File: config.mk
export PLATFORM = sky130hd
export DESIGN_NAME = dlfloat_dot_engine
export DESIGN_NICKNAME = d
export VERILOG_FILES = /design/src/rtl/dlfloat_pkg.sv /design/src/rtl/dlf16_add.sv /design/src/rtl/dlfloat_dot_engine.sv
export SDC_FILE = /design/constraint.sdc
export NUM_CORES = 1
export LEC_CHECK = 0
export ABC_AREA = 1
export CAP_MARGIN = 10
export CORE_UTILIZATION = 35
export DETAILED_ROUTE_END_ITERATION = 16
export GPL_ROUTABILITY_DRIVEN = 0
export HOLD_SLACK_MARGIN = 0.06
export PLACE_DENSITY = 0.62
export SYNTH_ARGS = -nofsm -noshare
export SYNTH_HDL_FRONTEND = slang
export SYNTH_SLANG_ARGS = --single-unit
export TNS_END_PERCENT = 5
File: constraint.sdc
create_clock -name clk -period 8.6 [get_ports clk]
set_clock_uncertainty 0.15 [all_clocks]
set_input_delay 0.86 -clock clk [delete_from_list [all_inputs] [get_ports clk]]
set_output_delay 0.86 -clock clk [all_outputs]
set_load 0.01 [all_outputs]
File: src/rtl/dlfloat_pkg.sv
// dlfloat_pkg: DLFloat16 (1-6-9, bias 31) constants, engine FSM states and the lane multiplier.
// dlf16_mul_flags is only built when DLFMAC_STATUS_EN is defined.
package dlfloat_pkg;

    localparam int EXP_W  = 6;
    localparam int MANT_W = 9;
    localparam int BIAS   = 31;

    localparam logic [15:0] POS_MAX = 16'h7DFE;
    localparam logic [15:0] NEG_MAX = 16'hFDFE;
    localparam logic [15:0] INF     = 16'hFFFF;
    localparam logic [15:0] POS_MIN = 16'h0201;
    localparam logic [15:0] NEG_MIN = 16'h8201;

    typedef enum logic [1:0] {IDLE, ACC, HOLD} state_t;

    // Truncating multiply; a carry out of the mantissa product that pushes exp to 63 saturates.
    function automatic logic [15:0] dlf16_mul(input logic [15:0] a, input logic [15:0] b);
        logic        s;
        logic [6:0]  es;
        logic [6:0]  e;
        logic [19:0] p;
        logic [10:0] ph;
        s  = a[15] ^ b[15];
        es = {1'b0, a[14:9]} + {1'b0, b[14:9]};
        p  = {10'b0, 1'b1, a[8:0]} * {10'b0, 1'b1, b[8:0]};
        ph = 11'(p >> 9);
        e  = es - 7'(BIAS) + {6'b0, ph[10]};
        if (a[14:9] == '0 || b[14:9] == '0 || es <= 7'(BIAS)) return 16'h0000;
        if (es == 7'd94) return INF;
        if (es > 7'd94 || e >= 7'd63) return s ? NEG_MAX : POS_MAX;
        return {s, e[5:0], ph[10] ? ph[9:1] : ph[8:0]};
    endfunction

`ifdef DLFMAC_STATUS_EN
    // {inf, ovf, unf} raised by the corresponding dlf16_mul call
    function automatic logic [2:0] dlf16_mul_flags(input logic [15:0] a, input logic [15:0] b);
        logic       z;
        logic       top;
        logic [6:0] es;
        z   = a[14:9] == '0 || b[14:9] == '0;
        es  = {1'b0, a[14:9]} + {1'b0, b[14:9]};
        top = ({10'b0, 1'b1, a[8:0]} * {10'b0, 1'b1, b[8:0]}) >= 20'h80000;
        return {!z && es == 7'd94,
                !z && es != 7'd94 && (es > 7'd94 || (es == 7'd93 && top)),
                !z && es <= 7'(BIAS)};
    endfunction
`endif

endpackage

File: src/rtl/dlf16_add.sv
// dlf16_add: combinational DLFloat16 adder, truncating after alignment and normalisation.
// The flags port ({inf, ovf, unf}) exists only when DLFMAC_STATUS_EN is defined.
module dlf16_add
    import dlfloat_pkg::*;
(
    input  logic [15:0] a,
    input  logic [15:0] b,
`ifdef DLFMAC_STATUS_EN
    output logic [2:0]  flags,
`endif
    output logic [15:0] y
);

    logic        swap;
    logic        sub;
    logic [15:0] x;
    logic [15:0] w;
    logic [9:0]  mw;
    logic [10:0] s;
    logic [8:0]  norm;
    logic [3:0]  lz;
    logic [7:0]  e;
    logic        ovf;
    logic        unf;

    // x is the larger magnitude, so the result sign is always x's sign
    always_comb begin
        swap = b[14:0] > a[14:0];
        x    = swap ? b : a;
        w    = swap ? a : b;
        mw   = {1'b1, w[8:0]} >> (x[14:9] - w[14:9]);
        sub  = x[15] ^ w[15];
        s    = sub ? {1'b0, 1'b1, x[8:0]} - {1'b0, mw} : {1'b0, 1'b1, x[8:0]} + {1'b0, mw};
        lz   = 4'd0;
        for (int i = 0; i < 10; i++) if (s[i]) lz = 4'(9 - i);
        norm = 9'(s[9:0] << lz);
        e    = s[10] ? {2'b0, x[14:9]} + 8'd1 : {2'b0, x[14:9]} - {4'b0, lz};
        ovf  = !e[7] && e >= 8'd63;
        unf  = e[7] || e == 8'd0;
        if (a == INF || b == INF) y = INF;
        else if (a[14:9] == '0) y = b;
        else if (b[14:9] == '0) y = a;
        else if (s == '0) y = 16'h0000;
        else if (ovf) y = x[15] ? NEG_MAX : POS_MAX;
        else if (unf) y = x[15] ? NEG_MIN : POS_MIN;
        else y = {x[15], e[5:0], s[10] ? s[9:1] : norm};
    end

`ifdef DLFMAC_STATUS_EN
    logic regular;
    assign regular = a != INF && b != INF && a[14:9] != '0 && b[14:9] != '0 && s != '0;
    assign flags   = {y == INF, regular && ovf, regular && !ovf && unf};
`endif

endmodule

File: src/rtl/dlfloat_dot_engine.sv
// dlfloat_dot_engine: streaming DLFloat16 dot product, LANES products per beat, one result per vector.
// Define DLFMAC_STATUS_EN to build the sticky {inf, ovf, unf} status; otherwise out_status is 0.
module dlfloat_dot_engine
    import dlfloat_pkg::*;
#(
    parameter int LANES   = 1,
    parameter int MAX_LEN = 256,
    parameter int CNT_W   = $clog2(MAX_LEN)
) (
    input  logic                  clk,
    input  logic                  rst,
    input  logic                  in_valid,
    output logic                  in_ready,
    input  logic [16*LANES-1:0]   in_a,
    input  logic [16*LANES-1:0]   in_b,
    input  logic                  in_last,
    output logic                  out_valid,
    input  logic                  out_ready,
    output logic [15:0]           out_data,
    output logic                  out_len_err,
    output logic [2:0]            out_status
);

    localparam int N = 2 * LANES - 1;

    state_t           state_q;
    state_t           state_d;
    logic             adv;
    logic             beat;
    logic             last_eff;
    logic [CNT_W-1:0] cnt;
    logic [15:0]      p [LANES];
    logic             p_valid;
    logic             p_last;
    logic             p_len_err;
    logic [15:0]      node [N];
    logic [15:0]      acc;
    logic [15:0]      acc_sum;

    assign adv      = !out_valid || out_ready;
    assign in_ready = adv && !rst;
    assign beat     = in_valid && in_ready;
    assign last_eff = in_last || cnt == CNT_W'(MAX_LEN - 1);

    always_comb begin
        state_d = state_q;
        if (!adv) state_d = HOLD;
        else if (beat) state_d = last_eff ? IDLE : ACC;
        else if (state_q == HOLD) state_d = (cnt != '0) ? ACC : IDLE;
    end

    always_ff @(posedge clk or posedge rst) begin
        if (rst) begin
            state_q <= IDLE;
            cnt     <= '0;
        end else begin
            state_q <= state_d;
            if (beat) cnt <= last_eff ? '0 : cnt + 1'b1;
        end
    end

    // Stage 1: lane products
    always_ff @(posedge clk or posedge rst) begin
        if (rst) begin
            p_valid   <= 1'b0;
            p_last    <= 1'b0;
            p_len_err <= 1'b0;
            for (int i = 0; i < LANES; i++) p[i] <= 16'h0000;
        end else if (adv) begin
            p_valid   <= beat;
            p_last    <= last_eff;
            p_len_err <= !in_last && last_eff;
            for (int i = 0; i < LANES; i++) p[i] <= dlf16_mul(in_a[16*i +: 16], in_b[16*i +: 16]);
        end
    end

    // Heap-ordered adder tree: leaves at LANES-1.., root at node[0]
    for (genvar l = 0; l < LANES; l++) begin : g_leaf
        assign node[LANES-1+l] = p[l];
    end

`ifdef DLFMAC_STATUS_EN
    logic [2:0] pf [LANES];
    logic [2:0] nf [N];
    logic [2:0] acc_f;
    logic [2:0] st;
    logic [2:0] st_all;

    for (genvar l = 0; l < LANES; l++) begin : g_leaf_f
        assign nf[LANES-1+l] = pf[l];
    end
`endif

    for (genvar j = 0; j < LANES - 1; j++) begin : g_tree
`ifdef DLFMAC_STATUS_EN
        logic [2:0] f;
        assign nf[j] = f | nf[2*j+1] | nf[2*j+2];
`endif
        dlf16_add u_add (
            .a     (node[2*j+1]),
            .b     (node[2*j+2]),
`ifdef DLFMAC_STATUS_EN
            .flags (f),
`endif
            .y     (node[j])
        );
    end

    dlf16_add u_acc (
        .a     (acc),
        .b     (node[0]),
`ifdef DLFMAC_STATUS_EN
        .flags (acc_f),
`endif
        .y     (acc_sum)
    );

    // Stage 2: accumulate; the closing beat loads the result and clears acc in the same edge
    always_ff @(posedge clk or posedge rst) begin
        if (rst) begin
            acc         <= 16'h0000;
            out_valid   <= 1'b0;
            out_data    <= 16'h0000;
            out_len_err <= 1'b0;
        end else if (adv) begin
            out_valid <= p_valid && p_last;
            if (p_valid) acc <= p_last ? 16'h0000 : acc_sum;
            if (p_valid && p_last) begin
                out_data    <= acc_sum;
                out_len_err <= p_len_err;
            end
        end
    end

`ifdef DLFMAC_STATUS_EN
    assign st_all = st | nf[0] | acc_f;

    always_ff @(posedge clk or posedge rst) begin
        if (rst) begin
            st         <= 3'b000;
            out_status <= 3'b000;
            for (int i = 0; i < LANES; i++) pf[i] <= 3'b000;
        end else if (adv) begin
            for (int i = 0; i < LANES; i++) pf[i] <= dlf16_mul_flags(in_a[16*i +: 16], in_b[16*i +: 16]);
            if (p_valid) st <= p_last ? 3'b000 : st_all;
            if (p_valid && p_last) out_status <= st_all;
        end
    end
`else
    assign out_status = 3'b000;
`endif

endmodule
==> metrics.md, run 1 <==
| Metric | Value |
|---|---|
| Crit. End Element | `register` |
| Clock Latency Late Sink | `0.33 ns` |
| Die Y | `between 150 and 200 microns` |
| Die area | `around 28000 sq um` |
| Count of pins over their slew limit | `0` |
| Gr ovfl total | `0` |
| First-pass GRT wire length | `42.9 mm` |
| Max Fclk | `123 MHz` |
| Post-CTS Hold Fix Bufs | `0` |
| #FFs+latches synth | `slightly above 60` |
| Final ANT Viol Nets | `0` |
| CP max stage cell | `fa_1` |
| WS Path Type | `primary input to register` |
| WL/cell | `13.8 microns` |
| Sequential area share after synthesis | `between 15 and 20%` |
| Initial antenna violation count | `0` |
| Synth Instances | `approximately 1400` |
| Part of the cycle the worst path needs | `between 90% and 100%` |
| Rows | `59` |
| Hold slack | `about 0.33 ns` |
| Die outline width | `about 170 microns` |
| Syn. warnings | `0` |
| Crit path top cell by count | `a21o_1` |
| Layout Utilization | `a little over two fifths` |
| First-pass DRT Iterations | `5` |
| Avg Cell Area, Syn | `6.75 sq um` |
| Nets | `roughly 1700` |
| Vias per std cell | `approximately 5` |
| Mapped Area | `9510 sq um` |
| CTS Sinks | `61` |
| CP startpoint | `in_a[0]` |
| Final setup violating endpoints | `0` |
| Ports | `between 50 and 60` |
| Distinct cells, synth | `slightly below 50` |
| CTS Buf Count | `9` |
| Largest net degree at the start of global routing | `62` |
| RSZ-0062 raised after global routing | `true` |
| CTS tree | `built` |
| EDFF count, synth | `0` |
| Final hold vios | `0` |
| Fin crit period | `8.11 ns` |
| WP data required | `around 8.6 ns` |
| CP max FO | `5` |
| Root Driver | `clkbuf_16` |
| Hold_sp | `out_data[0]` |
| CTS max path bufs | `2` |
| DR iter-0 viols | `approximately 980` |
| RR Startpoint | `acc[12]` |
| Max-cap violations | `0` |
| # H-tree levels | `3` |
| Worst path arrival time | `8.14 ns` |
| Clock slew at reported path FFs | `0.05 ns` |
| Total track usage | `a little under a fifth` |
| Max incr delay on CP | `0.52 ns` |
| Layout area overhead | `18.7%` |
| Status | `completed` |
| Post-synth ARST share | `between 90% and 100%` |
| Worst setup SP type | `primary input` |
| Hold WC Path Type | `register to register` |
| Ant. Diodes | `0` |
| Final HPWL DP | `~20 mm` |
| Synth Flop Type | `dfrtp_1` |
| DR vias | `between 9000 and 10000` |
| Actual transition at the worst max-transition pin | `between 1 and 1.5 ns` |
| I/O Buffers | `55` |
| Initial Util | `a little over a third` |
| Core area | `26400 sq um` |
| Max-slew headroom | `a little over a quarter` |
| Reg-to-reg setup timing slack | `~0.63 ns` |
| Number of remaining DRC errors | `0` |
| Detailed Route WL | `~25 mm` |
| Fraction of layout cells with a size suffix above 1 | `between 10% and 20%` |
| Vias in the first global route | `between 8000 and 9000` |
## final timing paths
| path | to | cells past startpoint |
|---|---|---|
| worst max-delay path | node[10] | 38 |
| worst min register to register | out_data[0] | 2 |
| worst max register to register | acc[4] | 62 |
| worst min-delay path | out_data[0] | 2 |
| min in group asynchronous | cnt[3] | 3 |
| max in group asynchronous | acc[2] | 3 |
## per-layer routing
metal / up-vias / track usage, % / part of all wire (%)
met5: - / 0 / 0
met4: 0 / 3.78 / 1.2
met3: 36 / 1.62 / 5.4
met2: 296 / 31.3 / 47
met1: 4215 / 25.8 / 47
li1: 4653 / - / -
## kinds of logic after synthesis
group                    count (synthesis)  synth area share (%)
AO/OA/AOI/OAI                          160                  9.28
XOR/XNOR                                48                  4.50
adder cells (fa/ha/maj)                156                  25.6
buffers and inverters                  279                  11.7
flip-flops                              61                  16.1
other                                    1                0.0394
AND/OR/NAND/NOR                        703                  32.8
## registers in the layout (all words and copies together), names as in the netlist
signal and flops:
acc 16, node 16, out_data 16, cnt 8, out_len_err 1, out_valid 1
p_last 1, p_len_err 1, p_valid 1
## stage by stage
| stage | worst slack [ns] | TNS (ns) | cells | area [sq um] |
|---|---|---|---|---|
| CTS | 0.189 | 0 | 1829 | 11000 |
| global route | -0.00946 | -0.00946 | 1843 | 11300 |
| floorplan | 0.303 | 0 | 1410 | 9520 |
| finish | 0.494 | 0 | 1843 | 11300 |
| detailed placement | -0.127 | -0.669 | 1813 | 10700 |
| global placement | 0.0307 | 0 | 1813 | 10700 |
## synth_stat cells, drive strengths merged, types with 4 or more instances
cell type	count	area, sq um
xnor2	16	140
nand2	471	1840
nor4	7	43.8
o21bai	8	60.1
o21ai	73	365
ha	92	1150
a21o	8	60.1
nand3b	7	52.6
buf	17	130
dfrtp	61	1530
nand4	31	200
o22ai	5	31.3
nor3	9	55.1
nand3	102	576
clkbuf	31	116
xor2	32	288
nor2	65	279
or2	4	25.0
a21oi	54	270
fa	64	1280
inv	228	856
## worst max-delay path: cells and delay by family
family	cells	cell delay, ns
buf+inv	7	0.82
compound gates	18	2.84
fa+ha+maj	8	2.94
simple gates	5	0.66
## cell usage in the layout, fill, tap and decap left out, types with 7 or more instances in the layout
cell,count
buf_4,69
inv_1,220
o21bai_1,8
dlymetal6s2s_1,12
dfrtp_1,59
o21ai_1,12
nand3_2,9
nor3_1,7
nor2_1,55
nand3_1,91
clkbuf_16,9
nand2_1,448
xor2_1,31
fa_1,64
nor4_1,7
ha_1,86
nand2_2,17
a21o_1,8
a21oi_1,52
inv_2,8
clkdlybuf4s50_1,43
nand4_1,30
xnor2_1,16
nand3b_1,7
o21ai_0,60
## area by class of cell
class	instances	area, sq um
sequential	61	1530
timing repair buffer	129	1160
fill	2724	15100
clock inverter	4	47.5
inverter	231	867
multi-input combinational	1071	7020
tap	335	419
clock buffer	12	246
## timing repair
item                                    4_1_cts  5_1_grt
endpoints found under the setup margin        0       43
resized for setup                             0       48
setup buffers                                 0       12
Power of run 1 is left out: the tool's default activity adds up to more than one toggle a clock period on the data nets, which glitch-free logic cannot reach.
==> inputs of run 2 (changes only) <==
- clock period: 8.6 -> 9.4 ns (I/O delays scaled with it)
==> run 2 against run 1 <==
Against the previous run:
- largest cell class unchanged
- utilization fell by 2.0 points
- non-clock buffer count is 52 lower
- via count down 1.6%
- final cell count is 2.8% lower
- design area fell by 4.7%
- routed wire length is 3.5% lower
==> metrics.md, run 2 (synthesis gave the netlist of run 1 again) <==
| Metric | Value |
|---|---|
| Worst r2r dst | `acc[0]` |
| Largest net degree at the start of global routing | `62` |
| First-pass DRT Iterations | `5` |
| Core area | `roughly 26000 sq um` |
| CP max FO | `10` |
| Detailed Route WL | `roughly 25 mm` |
| Status | `completed` |
| Ant. Diodes | `0` |
| DR vias | `around 9100` |
| Register Area | `1530 sq um` |
| RSZ-0062 raised after global routing | `true` |
| Number of remaining DRC errors | `0` |
| Rows | `around 60` |
| CTS max path bufs | `2` |
| Vias in the first global route | `8802` |
| Worst Hold End | `out_data[4]` |
| Fraction of layout cells with a size suffix above 1 | `roughly 6.8%` |
| Ports | `59` |
| Commonest cells after routing, fill and taps aside | `451 x nand2_1, 220 x inv_1, 92 x nand3_1` |
| Die area | `27800 sq um` |
| Final hold vios | `0` |
| FILL cells | `approximately 2700` |
| Hold WC Path Type | `register to register` |
| Post-CTS Hold Fix Bufs | `0` |
| Layout Utilization | `40.8%` |
| WS Path Type | `primary input to register` |
| Max Fclk | `115 MHz` |
| Max-cap violations | `0` |
| Hold Path Depth | `2` |
| Vias per std cell | `~5` |
| CTS tree | `built` |
| I/O Buffers | `55` |
| WL/cell | `~14 microns` |
| Max-slew headroom | `between 20% and 30%` |
| Die Y | `167 microns` |
| Reg2Reg Depth | `55` |
| Setup_tns | `0 ns` |
| Multi-input logic area | `just under 7000 sq um` |
| First-pass GRT wire length | `~42 mm` |
| # H-tree levels | `3` |
| Max incr delay on CP | `0.68 ns` |
| Die outline width | `approximately 170 microns` |
| Root Driver | `clkbuf_16` |
| Clock Latency Late Sink | `around 0.33 ns` |
| Gr ovfl total | `0` |
| Total track usage | `approximately 18%` |
| DR iter-0 viols | `approximately 780` |
| RR Startpoint | `acc[13]` |
| Worst setup SP type | `primary input` |
| Layout area overhead | `13.1%` |
| CTS Sinks | `61` |
| Count of pins over their slew limit | `0` |
| Crit path top cell by count | `a21o_1` |
| CP max stage cell | `clkdlybuf4s50_1` |
| Commonest non-fill, non-tap cell in the layout | `nand2_1` |
| Hold slack | `about 0.33 ns` |
| WP data required | `9.43 ns` |
| Worst path arrival time | `8.76 ns` |
| Initial Util | `between 30% and 40%` |
| Nets | `roughly 1600` |
| Final ANT Viol Nets | `0` |
| Reg-to-reg setup timing slack | `~0.85 ns` |
| Initial antenna violation count | `0` |
| Final setup violating endpoints | `0` |
| Hold_sp | `out_data[4]` |
| Actual transition at the worst max-transition pin | `1.11 ns` |
| Fin crit period | `between 8 and 9 ns` |
| Part of the cycle the worst path needs | `between 90% and 100%` |
| Final HPWL DP | `19.7 mm` |
| Crit. End Element | `register` |
| CTS Buf Count | `9` |
| Clock slew at reported path FFs | `~0.050 ns` |
run 2: cell types whose count changed in the layout (fill, tap and decap cells not counted), moves of 4 or more:
cell / delta
buf_4: -47
clkdlybuf4s50_1: +11
dlymetal6s2s_1: -11
ha_4: -5
ha_1: +4
o21ai_0: +4
run 2: worst max-delay path by stage:
stage,cells past startpoint,start,end
floorplan,37,in_b[3],node[1]
global placement,37,in_b[2],node[1]
detailed placement,37,in_b[2],node[10]
CTS,37,in_b[2],node[10]
global route,59,acc[13],acc[3]
finish,37,in_b[2],node[10]
run 2: per-stage QoR:
step | std cells | worst slack [ns] | cell area, sq um
3_3_place_gp | 1771 | 0.337 | 10400
6_report | 1791 | 0.676 | 10800
4_1_cts | 1787 | 0.429 | 10700
3_5_place_dp | 1771 | 0.112 | 10400
2_1_floorplan | 1410 | 1.02 | 9520
5_1_grt | 1791 | 0.00757 | 10800
run 2: worst max-delay path, delay by kind of cell:
kind / cells / cell delay, ns
adders and majority gates: 8 / 2.95
AOI/OAI and AO/OA: 18 / 3.07
and+or+nand+nor: 5 / 0.79
buffers and inverters: 6 / 0.99
run 2: final cells by class:
| type | count | area share (%) |
|---|---|---|
| clock inverters | 4 | 0.291 |
| well taps | 335 | 3.90 |
| repair buffers | 77 | 6.68 |
| clock buffers | 12 | 2.48 |
| multi-input cells | 1071 | 64.4 |
| inverters | 231 | 8.09 |
| flip-flops and latches | 61 | 14.2 |
run 2: what timing repair did:
| action | CTS | global route |
|---|---|---|
| hold endpoints to repair | 0 | 0 |
| setup endpoints to repair | 0 | 41 |
| setup buffers | 0 | 3 |
| gates resized for setup | 0 | 10 |
run 2: layer usage:
layer	share of wire, %	global-route usage, %	up-vias
li1	-	-	4536
met1	46	24.9	4164
met2	46	30.6	305
met3	5.9	2.38	49
met4	2.0	4.71	0
met5	0	0	-
Power of run 2 is left out for the same reason.
==> inputs of run 3 (changes only) <==
- CTS_CLUSTER_DIAMETER: default -> 30
- TNS_END_PERCENT: 5 -> default
==> results of run 3 <==
The final DEF is identical to that of run 2; final timing and power are the same.
Power of run 3 is left out for the same reason.
